$ cat config.mk
export PLATFORM = sky130hd
export DESIGN_NAME = mem_arbiter
export DESIGN_NICKNAME = d
export VERILOG_FILES = /design/src/rtl/mem_arbiter_pkg.sv /design/src/rtl/mem_arbiter_load_extend.sv /design/src/rtl/mem_arbiter.sv
export SDC_FILE = /design/constraint.sdc
export NUM_CORES = 1
export LEC_CHECK = 0
export ABC_CLOCK_PERIOD_IN_PS = 8450
export CORE_MARGIN = 2
export CORE_UTILIZATION = 40
export CTS_CLUSTER_DIAMETER = 200
export DETAILED_ROUTE_END_ITERATION = 10
export HOLD_SLACK_MARGIN = 0.03
export PLACE_DENSITY = 0.67
export SLEW_MARGIN = 15
export SYNTH_ARGS = -nofsm -noshare
export SYNTH_HDL_FRONTEND = slang
export SYNTH_SLANG_ARGS = --single-unit
$ cat constraint.sdc
create_clock -name clk_in -period 8.45 [get_ports clk_in]
set_input_delay 2.1125 -clock clk_in [delete_from_list [all_inputs] [get_ports clk_in]]
set_output_delay 2.1125 -clock clk_in [all_outputs]
set_load 0.1 [all_outputs]
$ cat src/rtl/mem_arbiter_pkg.sv
// Shared definitions for the byte-wide memory arbiter: FSM states, access size codes, IO window select.
package mem_arbiter_pkg;

  typedef enum logic [1:0] {
    ST_IDLE  = 2'd0,
    ST_READ  = 2'd1,
    ST_WRITE = 2'd2,
    ST_DONE  = 2'd3
  } state_e;

  localparam logic [1:0] SZ_B = 2'd0;
  localparam logic [1:0] SZ_H = 2'd1;
  localparam logic [1:0] SZ_W = 2'd2;
  localparam int         SZ_U = 2;

  localparam logic [1:0] IO_SEL_DEFAULT = 2'b11;

  // Index of the final byte of an access of the given size.
  function automatic logic [1:0] last_idx(input logic [1:0] sz);
    case (sz)
      SZ_B:    return 2'd0;
      SZ_H:    return 2'd1;
      default: return 2'd3;
    endcase
  endfunction

endpackage

$ cat src/rtl/mem_arbiter_load_extend.sv
// Load result formatting: keeps the low 1/2/4 bytes and sign- or zero-extends to 32 bits.
module mem_load_extend
  import mem_arbiter_pkg::*;
(
  input  logic [2:0]  size_i,
  input  logic [31:0] bytes_i,
  output logic [31:0] res_o
);

  always_comb begin
    res_o = bytes_i;
    case (size_i[1:0])
      SZ_B:    res_o = {{24{bytes_i[7] & ~size_i[SZ_U]}}, bytes_i[7:0]};
      SZ_H:    res_o = {{16{bytes_i[15] & ~size_i[SZ_U]}}, bytes_i[15:0]};
      default: ;
    endcase
  end

endmodule

$ cat src/rtl/mem_arbiter.sv
// Arbitrates the single byte-wide RAM/IO port between instruction fetch and the data port.
// Optional `MEM_ARB_IO_STALL_EN holds IO-window stores off while the IO output FIFO is full.
module mem_arbiter
  import mem_arbiter_pkg::*;
#(
  parameter logic [1:0] IO_SEL     = IO_SEL_DEFAULT,
  parameter int         ADDR_WIDTH = 32
) (
  input  logic                  clk_in,
  input  logic                  rst_in,
  input  logic                  rdy_in,
  input  logic                  clear_in,
  input  logic                  if_valid,
  input  logic [ADDR_WIDTH-1:0] if_addr,
  output logic                  if_ready,
  output logic [31:0]           if_data,
  input  logic                  dp_valid,
  input  logic                  dp_wr,
  input  logic [2:0]            dp_size,
  input  logic [ADDR_WIDTH-1:0] dp_addr,
  input  logic [31:0]           dp_value,
  output logic                  dp_ready,
  output logic [31:0]           dp_res,
  input  logic [7:0]            mem_din,
  output logic [7:0]            mem_dout,
  output logic [ADDR_WIDTH-1:0] mem_a,
  output logic                  mem_wr,
  input  logic                  io_buffer_full,
  output logic [1:0]            dbg_state_o
);

  // Handshake: a requester raises valid with its payload and holds both until the
  // matching ready pulse; the arbiter accepts only in IDLE, so a valid still high
  // during the DONE cycle is never taken twice.

  state_e                state_q, state_d;
  logic [1:0]            cnt_q, cnt_d;
  logic [ADDR_WIDTH-1:0] addr_q, addr_d;
  logic [31:0]           data_q, data_d;
  logic [2:0]            size_q, size_d;
  logic                  is_if_q, is_if_d;
  logic [ADDR_WIDTH-1:0] mem_a_q, mem_a_d;
  logic [7:0]            mem_dout_q, mem_dout_d;
  logic                  mem_wr_q, mem_wr_d;
  logic                  if_ready_q, if_ready_d;
  logic                  dp_ready_q, dp_ready_d;
  logic [31:0]           if_data_q, if_data_d;
  logic [31:0]           dp_res_q, dp_res_d;

  logic [31:0] rd_bytes;
  logic [31:0] ext_res;
  logic [1:0]  cnt_nx;
  logic        last;
  logic        dp_stall;
  logic        dp_go;

`ifdef MEM_ARB_IO_STALL_EN
  assign dp_stall = dp_wr && (dp_addr[17:16] == IO_SEL) && io_buffer_full;
`else
  logic unused_io_full;
  assign unused_io_full = io_buffer_full;
  assign dp_stall       = 1'b0;
`endif

  assign dp_go  = dp_valid && !dp_stall;
  assign cnt_nx = cnt_q + 2'd1;
  assign last   = (cnt_q == last_idx(size_q[1:0]));

  // Byte assembly including the byte arriving on this edge.
  always_comb begin
    rd_bytes = data_q;
    rd_bytes[{cnt_q, 3'b000} +: 8] = mem_din;
  end

  mem_load_extend u_ext (
    .size_i  (size_q),
    .bytes_i (rd_bytes),
    .res_o   (ext_res)
  );

  always_comb begin
    state_d    = state_q;
    cnt_d      = cnt_q;
    addr_d     = addr_q;
    data_d     = data_q;
    size_d     = size_q;
    is_if_d    = is_if_q;
    mem_a_d    = mem_a_q;
    mem_dout_d = mem_dout_q;
    mem_wr_d   = mem_wr_q;
    if_ready_d = 1'b0;
    dp_ready_d = 1'b0;
    if_data_d  = if_data_q;
    dp_res_d   = dp_res_q;
    case (state_q)
      ST_IDLE: begin
        if (!clear_in && dp_go) begin
          addr_d  = dp_addr;
          size_d  = dp_size;
          is_if_d = 1'b0;
          cnt_d   = 2'd0;
          mem_a_d = dp_addr;
          if (dp_wr) begin
            state_d    = ST_WRITE;
            data_d     = dp_value;
            mem_wr_d   = 1'b1;
            mem_dout_d = dp_value[7:0];
          end else begin
            state_d = ST_READ;
            data_d  = 32'd0;
          end
        end else if (!clear_in && if_valid) begin
          state_d = ST_READ;
          addr_d  = if_addr;
          size_d  = {1'b0, SZ_W};
          is_if_d = 1'b1;
          cnt_d   = 2'd0;
          data_d  = 32'd0;
          mem_a_d = if_addr;
        end
      end
      ST_READ: begin
        if (clear_in) begin
          state_d = ST_IDLE;
          cnt_d   = 2'd0;
        end else begin
          data_d = rd_bytes;
          if (last) begin
            state_d = ST_DONE;
            cnt_d   = 2'd0;
            if (is_if_q) begin
              if_ready_d = 1'b1;
              if_data_d  = rd_bytes;
            end else begin
              dp_ready_d = 1'b1;
              dp_res_d   = ext_res;
            end
          end else begin
            cnt_d   = cnt_nx;
            mem_a_d = addr_q + ADDR_WIDTH'(cnt_nx);
          end
        end
      end
      ST_WRITE: begin
        // Committed stores always finish; clear_in is not looked at here.
        if (last) begin
          state_d    = ST_DONE;
          cnt_d      = 2'd0;
          mem_wr_d   = 1'b0;
          dp_ready_d = 1'b1;
        end else begin
          cnt_d      = cnt_nx;
          mem_a_d    = addr_q + ADDR_WIDTH'(cnt_nx);
          mem_dout_d = data_q[{cnt_nx, 3'b000} +: 8];
        end
      end
      default: state_d = ST_IDLE;
    endcase
  end

  always_ff @(posedge clk_in or negedge rst_in) begin
    if (!rst_in) begin
      state_q    <= ST_IDLE;
      cnt_q      <= 2'd0;
      addr_q     <= '0;
      data_q     <= 32'd0;
      size_q     <= 3'd0;
      is_if_q    <= 1'b0;
      mem_a_q    <= '0;
      mem_dout_q <= 8'd0;
      mem_wr_q   <= 1'b0;
      if_ready_q <= 1'b0;
      dp_ready_q <= 1'b0;
      if_data_q  <= 32'd0;
      dp_res_q   <= 32'd0;
    end else if (rdy_in) begin
      state_q    <= state_d;
      cnt_q      <= cnt_d;
      addr_q     <= addr_d;
      data_q     <= data_d;
      size_q     <= size_d;
      is_if_q    <= is_if_d;
      mem_a_q    <= mem_a_d;
      mem_dout_q <= mem_dout_d;
      mem_wr_q   <= mem_wr_d;
      if_ready_q <= if_ready_d;
      dp_ready_q <= dp_ready_d;
      if_data_q  <= if_data_d;
      dp_res_q   <= dp_res_d;
    end
  end

  // A frozen cycle must never write, even with a store in flight.
  assign mem_wr      = mem_wr_q & rdy_in;
  assign mem_a       = mem_a_q;
  assign mem_dout    = mem_dout_q;
  assign if_ready    = if_ready_q;
  assign dp_ready    = dp_ready_q;
  assign if_data     = if_data_q;
  assign dp_res      = dp_res_q;
  assign dbg_state_o = state_q;

endmodule

Yosys cells after proc, flatten, opt, wreduce, memory -nomap -nowiden --
Cells that the tools add are included.
Operators by class: add/subtract/negate cells 3, equality and inequality tests 10, shifts and indexed selects 3, multiplexer cells 45, bitwise logic cells 6, reduce and logical (&&, ||, !) cells 18
Operators by type and width (number):
- $mux W32 | 8
- $pmux W32 S2 | 2
- $pmux W32 S3 | 1
- $add A32 B2 Y32 | 1
- $bwmux W32 | 1
- $shift A8 B7 Y32 const A | 1
- $shiftx A32 B6 Y8 | 1
- $shiftx A8 B7 Y32 | 1
- $mux W8 | 3
- $reduce_and A5 Y1 | 4
- $mux W2 | 9
- $pmux W8 S2 | 1
- $mux W1 | 13
- $pmux W2 S3 | 2
- $ne A2 B2 Y1 const B | 5
- $reduce_and A4 Y1 | 2
- $neg A5 Y7 | 1
- $mux W3 | 2
- $reduce_and A3 Y1 | 2
- $reduce_bool A2 Y1 | 3
- $eq A2 B1 Y1 const B | 2
- $logic_not A2 Y1 | 2
- $pmux W1 S2 | 2
- $pmux W2 S2 | 1
- 10 further kinds | 15
Word-level totals: register bits 179, input bits 115, output and inout bits 109, logic and storage cells 98

Logic depth before layout (Yosys ltp) --
Gate-level depths: netlist (run 1).
depth in word-level cells 6, depth in mapped cells 10, depth with buffers taken out 8

By module --
Synthesis (run 1) repeated with hierarchy kept, for this count alone.
Unflattened totals: cells, all modules 980, area, all modules 9441.6 um2
Modules (own cells, without submodules):
- mem_arbiter | times used 1, cells each 913, area an instance 9086.2 um2
- mem_load_extend | times used 1, cells each 67, area an instance 355.3 um2

Least setup slack after synthesis (run 1) --
No wires, ideal clock.
path kind in2out, start point input rdy_in, end point output mem_wr, arrival 3.133 ns, data required time 6.338 ns, path slack 3.204 ns, cell stages on the path 2, path buffers 1, cell sequence clkbuf_1 and2_1
Between the ends: word-level cells in the longest chain between the ends 1
Ends and longest elaborated chain:
- start: declaration | RTL line mem_arbiter.sv:11 | input logic rdy_in,
- $and A1 B1 Y1 | RTL line mem_arbiter.sv:194 | assign mem_wr = mem_wr_q & rdy_in;
- end: declaration | RTL line mem_arbiter.sv:27 | output logic mem_wr,
No other way between the ends.

Worst setup path in the final report (run 1) --
Same ends and word-level chain as after synthesis.

==> key figures, run 1 <==
Outcome
  • Status: finished, final reports clean

Synth
  • Top-area cell type share of the netlist area: 48.6%
  • Syn avg cell area: 9.30 µm²
  • #FFs+latches synth: 179
  • Syn nets: 1,117
  • Ys Warns: 0
  • Ys async rst share: 100%
  • Largest area contributor in the netlist: dfrtp_1
  • Sequential-to-total area share from yosys stat: 48.6%
  • Netlist Area Pre-Place: 9210 µm²
  • Netlist cell types: 57
  • Top FF cell, synth: dfrtp_1
  • Number of synthesized flops with an enable pin: 0
  • Synth Instances: 990
  • Ranking of synthesized cells by area: dfrtp_1 49%, nand2_1 7.5%, o21ai_0 6.0%

Die
  • Die Span Y: 156 µm
  • Placeable Area: 22,600 µm²
  • Die footprint: 24,300 µm²
  • I/O pin count: 224
  • Starting Density: 40.7%
  • Rows: 55
  • Chip width: 156 µm

Detailed routing
  • DR DRC count: 0
  • Via density: 5.41
  • DRT iter0 DRCs: 636
  • Final WL: 26,800 µm
  • DRT Pass-1 Iters: 5
  • Vias post-DR: 8,006
  • WL/cell: 18.1 µm
  • Antenna-violating nets left: 0

Critical path
  • CP cell instances: clkdlybuf4s50_1, and2_1, clkdlybuf4s50_1
  • WP buf/inv: 2
  • Startpoint Class: primary input
  • WS Path Type: primary input to primary output
  • Crit path max-delay family: buffers and inverters
  • Worst setup EP type: primary output
  • Worst endpoint required time: 6340 ps
  • Crit path largest cell delay: 1140 ps
  • R2r setup slk: 4450 ps
  • Data arrival time of the worst path: 4190 ps
  • Crit path max-delay cell type: clkdlybuf4s50_1
  • Crit-path max FO: 13
  • Cell repeated most along the worst path: clkdlybuf4s50_1

Clock tree
  • CTS buffer count: 17
  • Sinks on Clock Net: 179
  • Hold_buf cts: 0
  • CTS tree: done
  • # H-tree levels: 4
  • Post-cts sizing count: 0
  • Clk Latency, worst-skew pair: 440 ps
  • Clock Tree Root: clkbuf_16
  • Setup bufs post-CTS: 0
  • Reg clk slew, reported paths: 70 ps
  • Clock buffer depth: 2

Placement
  • GP Congestion: 0.892
  • I/O Buffers: 222
  • Post-DP HPWL: 19,100 µm

Timing
  • Least-Margin Pin Slew: 1060 ps
  • RSZ-0062 raised after global routing: no
  • Max Freq: 159 MHz
  • Fin crit share: 74.6%
  • Clock Skews: 13.0 ps
  • Final hold vios: 0
  • Max Slew Vio Count: 0
  • Tmin final: 6300 ps
  • Final TNS setup: 0 ps
  • Headroom to the max-slew limit: 29.0%
  • Final-report setup violation count: 0

Global routing
  • First-pass GRT wire length: 42,600 µm
  • Global route overflow: 0
  • Vias in the first global route: 7,797
  • Largest net degree at the start of global routing: 65
  • Initial antenna violation count: 2
  • GRT Total Usage: 22.5%

Layout
  • Fillers: 2,020
  • Most used cells in the layout excluding fill and tap cells: 221 x clkdlybuf4s50_1, 185 x nand2_1, 179 x dfrtp_1
  • Share of post-route cells with drive strength above 1: 8.81%
  • Layout area overhead: 32.7%
  • Nets: 1,306
  • Commonest non-fill, non-tap cell in the layout: clkdlybuf4s50_1

Run
  • Max-Cap Viols: 0

Worst hold path
  • Hold/Removal Path Class: flop to flop
-- metrics by stage --
step | cell area (µm²) | util [%] | hold WS (ps) | setup slack, ps | instances
2_1_floorplan | 9210 | - | 454 | 3200 | 990
3_3_place_gp | 11600 | 51.3 | 461 | 2150 | 1445
3_5_place_dp | 11600 | 51.3 | 469 | 2160 | 1445
4_1_cts | 12200 | 53.9 | 486 | 2150 | 1477
5_1_grt | 12200 | 54.0 | 505 | 2080 | 1479
6_report | 12200 | 54.0 | 482 | 2150 | 1479
-- layout make-up --
type / count / area (µm²) / area share, %
flip-flops and latches: 179 / 4480 / 36.6
inverters: 36 / 135 / 1.11
diodes: 2 / 5.00 / 0.0409
multi-input cells: 711 / 4350 / 35.6
well taps: 285 / 357 / 2.92
clock inverters: 15 / 161 / 1.32
clock buffers: 17 / 425 / 3.48
repair buffers: 234 / 2310 / 18.9
-- synth_stat cells, types with 5 or more instances --
cell type / n
inv_1: 36
mux2_2: 39
ha_1: 11
mux4_2: 8
nor2_1: 68
a22o_1: 10
xnor2_1: 5
a221oi_1: 24
nand2_1: 185
buf_1: 9
nand3_1: 13
mux2i_1: 27
nor3_1: 8
and4_1: 5
dfrtp_1: 179
o31ai_1: 5
o21ai_0: 111
xor2_1: 10
nand4_1: 12
a21oi_1: 75
buf_2: 11
clkbuf_1: 42
nor2b_1: 20
a31oi_1: 14
and3_1: 8
or3_1: 6
-- layer usage --
metal / vias to the layer above / global-route usage, % / routed length (µm)
li1: 3855 / - / -
met1: 3908 / 32.3 / 12500
met2: 211 / 33.6 / 12200
met3: 32 / 5.33 / 1480
met4: 0 / 7.25 / 562
met5: - / 0 / 0
-- cells by family after synthesis --
family	synth area share, %
buf+inv	4.35
flops	48.6
fa+ha+maj	1.71
simple gates	17.0
compound gates	17.2
mux	9.66
xor+xnor	1.43
-- final timing paths --
check / from / cells past startpoint / end
setup reg to reg: cnt_q[0] / 8 / mem_a[26]
hold / removal: if_data[0] / 2 / if_data[0]
setup / recovery: rdy_in / 3 / mem_wr
min in group asynchronous: rst_in / 1 / mem_a[5]
hold reg to reg: if_data[0] / 2 / if_data[0]
max in group asynchronous: rst_in / 2 / if_data[1]
-- registers in the layout, summed over array words and instances, names as in the netlist --
register,count
data_q,32
if_data,32
dbg_state_o,2
is_if_q,1
mem_a,32
dp_ready,1
size_q,3
mem_wr_q,1
cnt_q,2
if_ready,1
addr_q,32
mem_dout,8
dp_res,32
-- worst reg2reg max path, delay by kind of cell, from the launching register on --
kind / cells / cell delay (ps)
buf+inv: 1 / 260
flops: 1 / 800
compound gates: 1 / 120
fa+ha+maj: 2 / 1250
simple gates: 4 / 1540
Power of run 1 is not shown: default switching activity piles up to over one toggle a cycle in this logic, so the estimate is an artifact.
==> run 2, diff against run 1 <==
--- a/config.mk
+++ b/config.mk
@@ -5,7 +5,7 @@
 export SDC_FILE = /design/constraint.sdc
 export NUM_CORES = 1
 export LEC_CHECK = 0
-export ABC_CLOCK_PERIOD_IN_PS = 8450
+export ABC_CLOCK_PERIOD_IN_PS = 6500
 export CORE_MARGIN = 2
 export CORE_UTILIZATION = 40
 export CTS_CLUSTER_DIAMETER = 200
==> constraint.sdc (replaced) <==
create_clock -name clk_in -period 6.5 [get_ports clk_in]
set_input_delay 1.625 -clock clk_in [delete_from_list [all_inputs] [get_ports clk_in]]
set_output_delay 1.625 -clock clk_in [all_outputs]
set_load 0.1 [all_outputs]
==> run 2 against run 1 <==
Register-to-register slack got worse by 2000 ps; utilization rose by 0.055 points; cell area rose by 0.10%; clock skew rose by 16 ps; critical endpoint unchanged.
==> key figures, run 2 (synthesis results as in run 1) <==
Timing
  • Headroom to the max-slew limit: 15.4%
  • Final-report setup violation count: 0
  • Max Freq: 224 MHz
  • Least-Margin Pin Slew: 1270 ps
  • Max Slew Vio Count: 0
  • Clock Skews: 28.5 ps
  • Final hold vios: 0
  • Worst Slack Setup Final: 2030 ps
  • RSZ-0062 raised after global routing: no
  • Tmin final: 4470 ps
  • Final TNS setup: 0 ps
  • Fin crit share: 68.8%

Worst hold path
  • Hold/Removal Path Class: flop to flop

Run
  • Max-Cap Viols: 0

Detailed routing
  • DRT iter0 DRCs: 599
  • Antenna-violating nets left: 0
  • DRT Pass-1 Iters: 5
  • WL/cell: 17.9 µm
  • Vias post-DR: 7,928
  • Final WL: 26,500 µm
  • Via density: 5.37
  • DR DRC count: 0

Clock tree
  • CTS buffer count: 17
  • Sinks on Clock Net: 179
  • Reg clk slew, reported paths: 70 ps
  • Clk Latency, worst-skew pair: 450 ps
  • CTS tree: done
  • Hold_buf cts: 0
  • Clock buffer depth: 2
  • Clock Tree Root: clkbuf_16
  • # H-tree levels: 4
  • Post-cts sizing count: 0
  • Setup bufs post-CTS: 0

Placement
  • GP Congestion: 0.889
  • I/O Buffers: 222
  • Place WS: 2040 ps
  • Post-DP HPWL: 18,800 µm

Global routing
  • First-pass GRT wire length: 42,000 µm
  • Vias in the first global route: 7,718
  • Global route overflow: 0
  • GRT Total Usage: 22.3%
  • Largest net degree at the start of global routing: 180
  • Initial antenna violation count: 1

Die
  • Die footprint: 24,300 µm²
  • I/O pin count: 224
  • Placeable Area: 22,600 µm²
  • Starting Density: 40.7%
  • Rows: 55
  • Chip width: 156 µm
  • Die Span Y: 156 µm

Critical path
  • Startpoint Class: primary input
  • Crit-path max FO: 13
  • Worst setup EP type: primary output
  • Worst endpoint required time: 4880 ps
  • Data arrival time of the worst path: 2850 ps
  • WS Path Type: primary input to primary output

Layout
  • Nets: 1,305
  • Commonest non-fill, non-tap cell in the layout: clkdlybuf4s50_1
  • Most used cells in the layout excluding fill and tap cells: 220 x clkdlybuf4s50_1, 185 x nand2_1, 179 x dfrtp_1
  • Share of post-route cells with drive strength above 1: 8.82%
  • Layout area overhead: 32.9%

Outcome
  • Status: finished, final reports clean
run 2: metal layers:
metal / track usage [%] / vias up / share of wire [%]
li1: - / 3857 / -
met1: 32.5 / 3830 / 47
met5: 0 / - / 0
met2: 33.2 / 208 / 45
met3: 5.14 / 33 / 5.9
met4: 6.60 / 0 / 2.1
run 2: through the flow:
stage / hold slack [ps] / area (µm²) / utilization, % / std cells
2_1_floorplan: 454 / 9210 / - / 990
3_5_place_dp: 466 / 11600 / 51.3 / 1444
5_1_grt: 493 / 12200 / 54.0 / 1477
4_1_cts: 482 / 12200 / 54.0 / 1476
3_3_place_gp: 461 / 11600 / 51.3 / 1444
6_report: 481 / 12200 / 54.0 / 1477
run 2: layout make-up:
type	instances	area (µm²)
Clock buffer	18	439
Timing Repair Buffer	233	2320
Multi-Input combinational cell	711	4350
Clock inverter	14	160
Tap cell	285	357
Fill cell	2040	10400
Sequential cell	179	4480
Inverter	36	135
Antenna cell	1	2.50
run 2: critical path, cell delays in order:
cell and delay, ps:
clkdlybuf4s50_1 730, and2_1 190, buf_4 290
run 2: worst paths after layout:
check	from	end	slack [ps]	cells after the start
max	rdy_in	mem_wr	2030	3
min	mem_a[13]	mem_a[13]	480	1
max reg2reg	cnt_q[0]	mem_a[26]	2500	8
min reg2reg	mem_a[13]	mem_a[13]	480	1
max in group asynchronous	rst_in	if_data[5]	4250	2
min in group asynchronous	rst_in	mem_a[12]	1170	2
Power of run 2 is left out for the same reason.
==> run 3, diff against run 2 <==
--- a/config.mk
+++ b/config.mk
@@ -5,13 +5,13 @@
 export SDC_FILE = /design/constraint.sdc
 export NUM_CORES = 1
 export LEC_CHECK = 0
-export ABC_CLOCK_PERIOD_IN_PS = 6500
+export ABC_CLOCK_PERIOD_IN_PS = 4100
 export CORE_MARGIN = 2
 export CORE_UTILIZATION = 40
 export CTS_CLUSTER_DIAMETER = 200
 export DETAILED_ROUTE_END_ITERATION = 10
 export HOLD_SLACK_MARGIN = 0.03
-export PLACE_DENSITY = 0.67
+export PLACE_DENSITY = 0.69
 export SLEW_MARGIN = 15
 export SYNTH_ARGS = -nofsm -noshare
 export SYNTH_HDL_FRONTEND = slang
==> constraint.sdc (replaced) <==
create_clock -name clk_in -period 4.1 [get_ports clk_in]
set_input_delay 1.025 -clock clk_in [delete_from_list [all_inputs] [get_ports clk_in]]
set_output_delay 1.025 -clock clk_in [all_outputs]
set_load 0.1 [all_outputs]
==> run 3 against run 2 <==
Clock skew fell by 15 ps; first-iteration DRC count up 17%; non-clock buffer count is 9 higher; via count increased by 1.3%; global-route usage up 0.34 points; sequential cell count stayed put; worst setup slack worse by 1100 ps; cell area grew 0.95%; largest cell class unchanged.
==> key figures, run 3 (synthesis results as in run 1) <==
Worst hold path
  • Hold/Removal Path Class: flop to flop
  • Hold Path Stages: 2

Placement
  • Place WS: 739 ps
  • Post-DP HPWL: 19,300 µm
  • GP Congestion: 0.904
  • I/O Buffers: 222

Layout
  • Fillers: 2,049
  • Commonest non-fill, non-tap cell in the layout: clkdlybuf4s50_1
  • Share of post-route cells with drive strength above 1: 9.42%
  • Most used cells in the layout excluding fill and tap cells: 220 x clkdlybuf4s50_1, 185 x nand2_1, 179 x dfrtp_1
  • Nets: 1,314
  • Layout area overhead: 34.1%

Timing
  • Max Slew Vio Count: 0
  • RSZ-0062 raised after global routing: no
  • Worst Slack Setup Final: 894 ps
  • Max Freq: 312 MHz
  • Final hold vios: 0
  • Headroom to the max-slew limit: 29.6%
  • Clock Skews: 13.3 ps
  • Final-report setup violation count: 0
  • Fin crit share: 78.2%
  • Least-Margin Pin Slew: 1050 ps
  • Final TNS setup: 0 ps
  • Tmin final: 3210 ps

Clock tree
  • # H-tree levels: 4
  • Sinks on Clock Net: 179
  • Setup bufs post-CTS: 0
  • Reg clk slew, reported paths: 70 ps
  • Post-cts sizing count: 0
  • Clk Latency, worst-skew pair: 430 ps
  • Hold_buf cts: 0
  • Clock buffer depth: 2
  • CTS tree: done
  • CTS buffer count: 17
  • Clock Tree Root: clkbuf_16

Critical path
  • Worst endpoint required time: 3070 ps
  • Worst setup EP type: primary output
  • Crit-path max FO: 13
  • CP cell instances: clkdlybuf4s50_1, and2_1, buf_12
  • WS Path Type: primary input to primary output
  • Crit path largest cell delay: 730 ps
  • Data arrival time of the worst path: 2180 ps
  • R2R cell count: 8
  • Startpoint Class: primary input
  • Crit path max-delay cell type: clkdlybuf4s50_1

Die
  • Rows: 55
  • Chip width: 156 µm
  • Die footprint: 24,300 µm²
  • Die Span Y: 156 µm
  • Starting Density: 40.7%
  • Placeable Area: 22,600 µm²
  • I/O pin count: 224

Detailed routing
  • Final WL: 26,900 µm
  • DRT iter0 DRCs: 700
  • DR DRC count: 0
  • Antenna-violating nets left: 0
  • DRT Pass-1 Iters: 7
  • Via density: 5.40
  • Vias post-DR: 8,029
  • WL/cell: 18.1 µm

Global routing
  • Largest net degree at the start of global routing: 76
  • Vias in the first global route: 7,900
  • Global route overflow: 0
  • GRT Total Usage: 22.6%
  • First-pass GRT wire length: 43,300 µm
  • Initial antenna violation count: 3

Run
  • Max-Cap Viols: 0

Outcome
  • Status: finished, final reports clean
## run 3: changes by cell type in the layout (fill, tap and decap cells not counted), sizes merged
cell	change
buf	+9
clkbuf	-1
clkinv	+1
diode	+2
## run 3: path summary, 6_finish.rpt
kind | slack, ps | from | end
setup / recovery | 890 | rdy_in | mem_wr
hold / removal | 480 | dp_res[10] | dp_res[10]
setup reg to reg | 1090 | cnt_q[1] | dp_res[14]
max in group asynchronous | 2510 | rst_in | cnt_q[0]
min in group asynchronous | 590 | rst_in | mem_a[12]
hold reg to reg | 480 | dp_res[10] | dp_res[10]
## run 3: through the flow
step                util (%)  hold slack, ps  instance area, µm²  std cells
floorplan                  -             454                9210        990
global placement        51.8             460               11700       1453
detailed placement      51.8             470               11700       1453
CTS                     54.5             486               12300       1485
global route            54.6             508               12400       1488
finish                  54.6             478               12400       1488
## run 3: per-layer routing
| metal | up-vias | global-route usage (%) | part of all wire (%) |
|---|---|---|---|
| met4 | 0 | 6.64 | 2.1 |
| li1 | 3879 | - | - |
| met3 | 24 | 4.42 | 5.4 |
| met1 | 3921 | 32.5 | 47 |
| met5 | - | 0 | 0 |
| met2 | 205 | 35.0 | 45 |
## run 3: final cells by class
type / count / area, µm² / share of cell area [%]
clock inverters: 15 / 191 / 1.55
inverters: 36 / 135 / 1.09
clock buffers: 17 / 425 / 3.44
repair buffers: 242 / 2420 / 19.6
flip-flops and latches: 179 / 4480 / 36.3
multi-input cells: 711 / 4340 / 35.1
well taps: 285 / 357 / 2.89
diodes: 3 / 7.51 / 0.0608
## run 3: worst max-delay path, delay by kind of cell
family	cells	cell delay, ps
buffers and inverters	2	910
AND/OR/NAND/NOR	1	240
Power of run 3 is left out for the same reason.
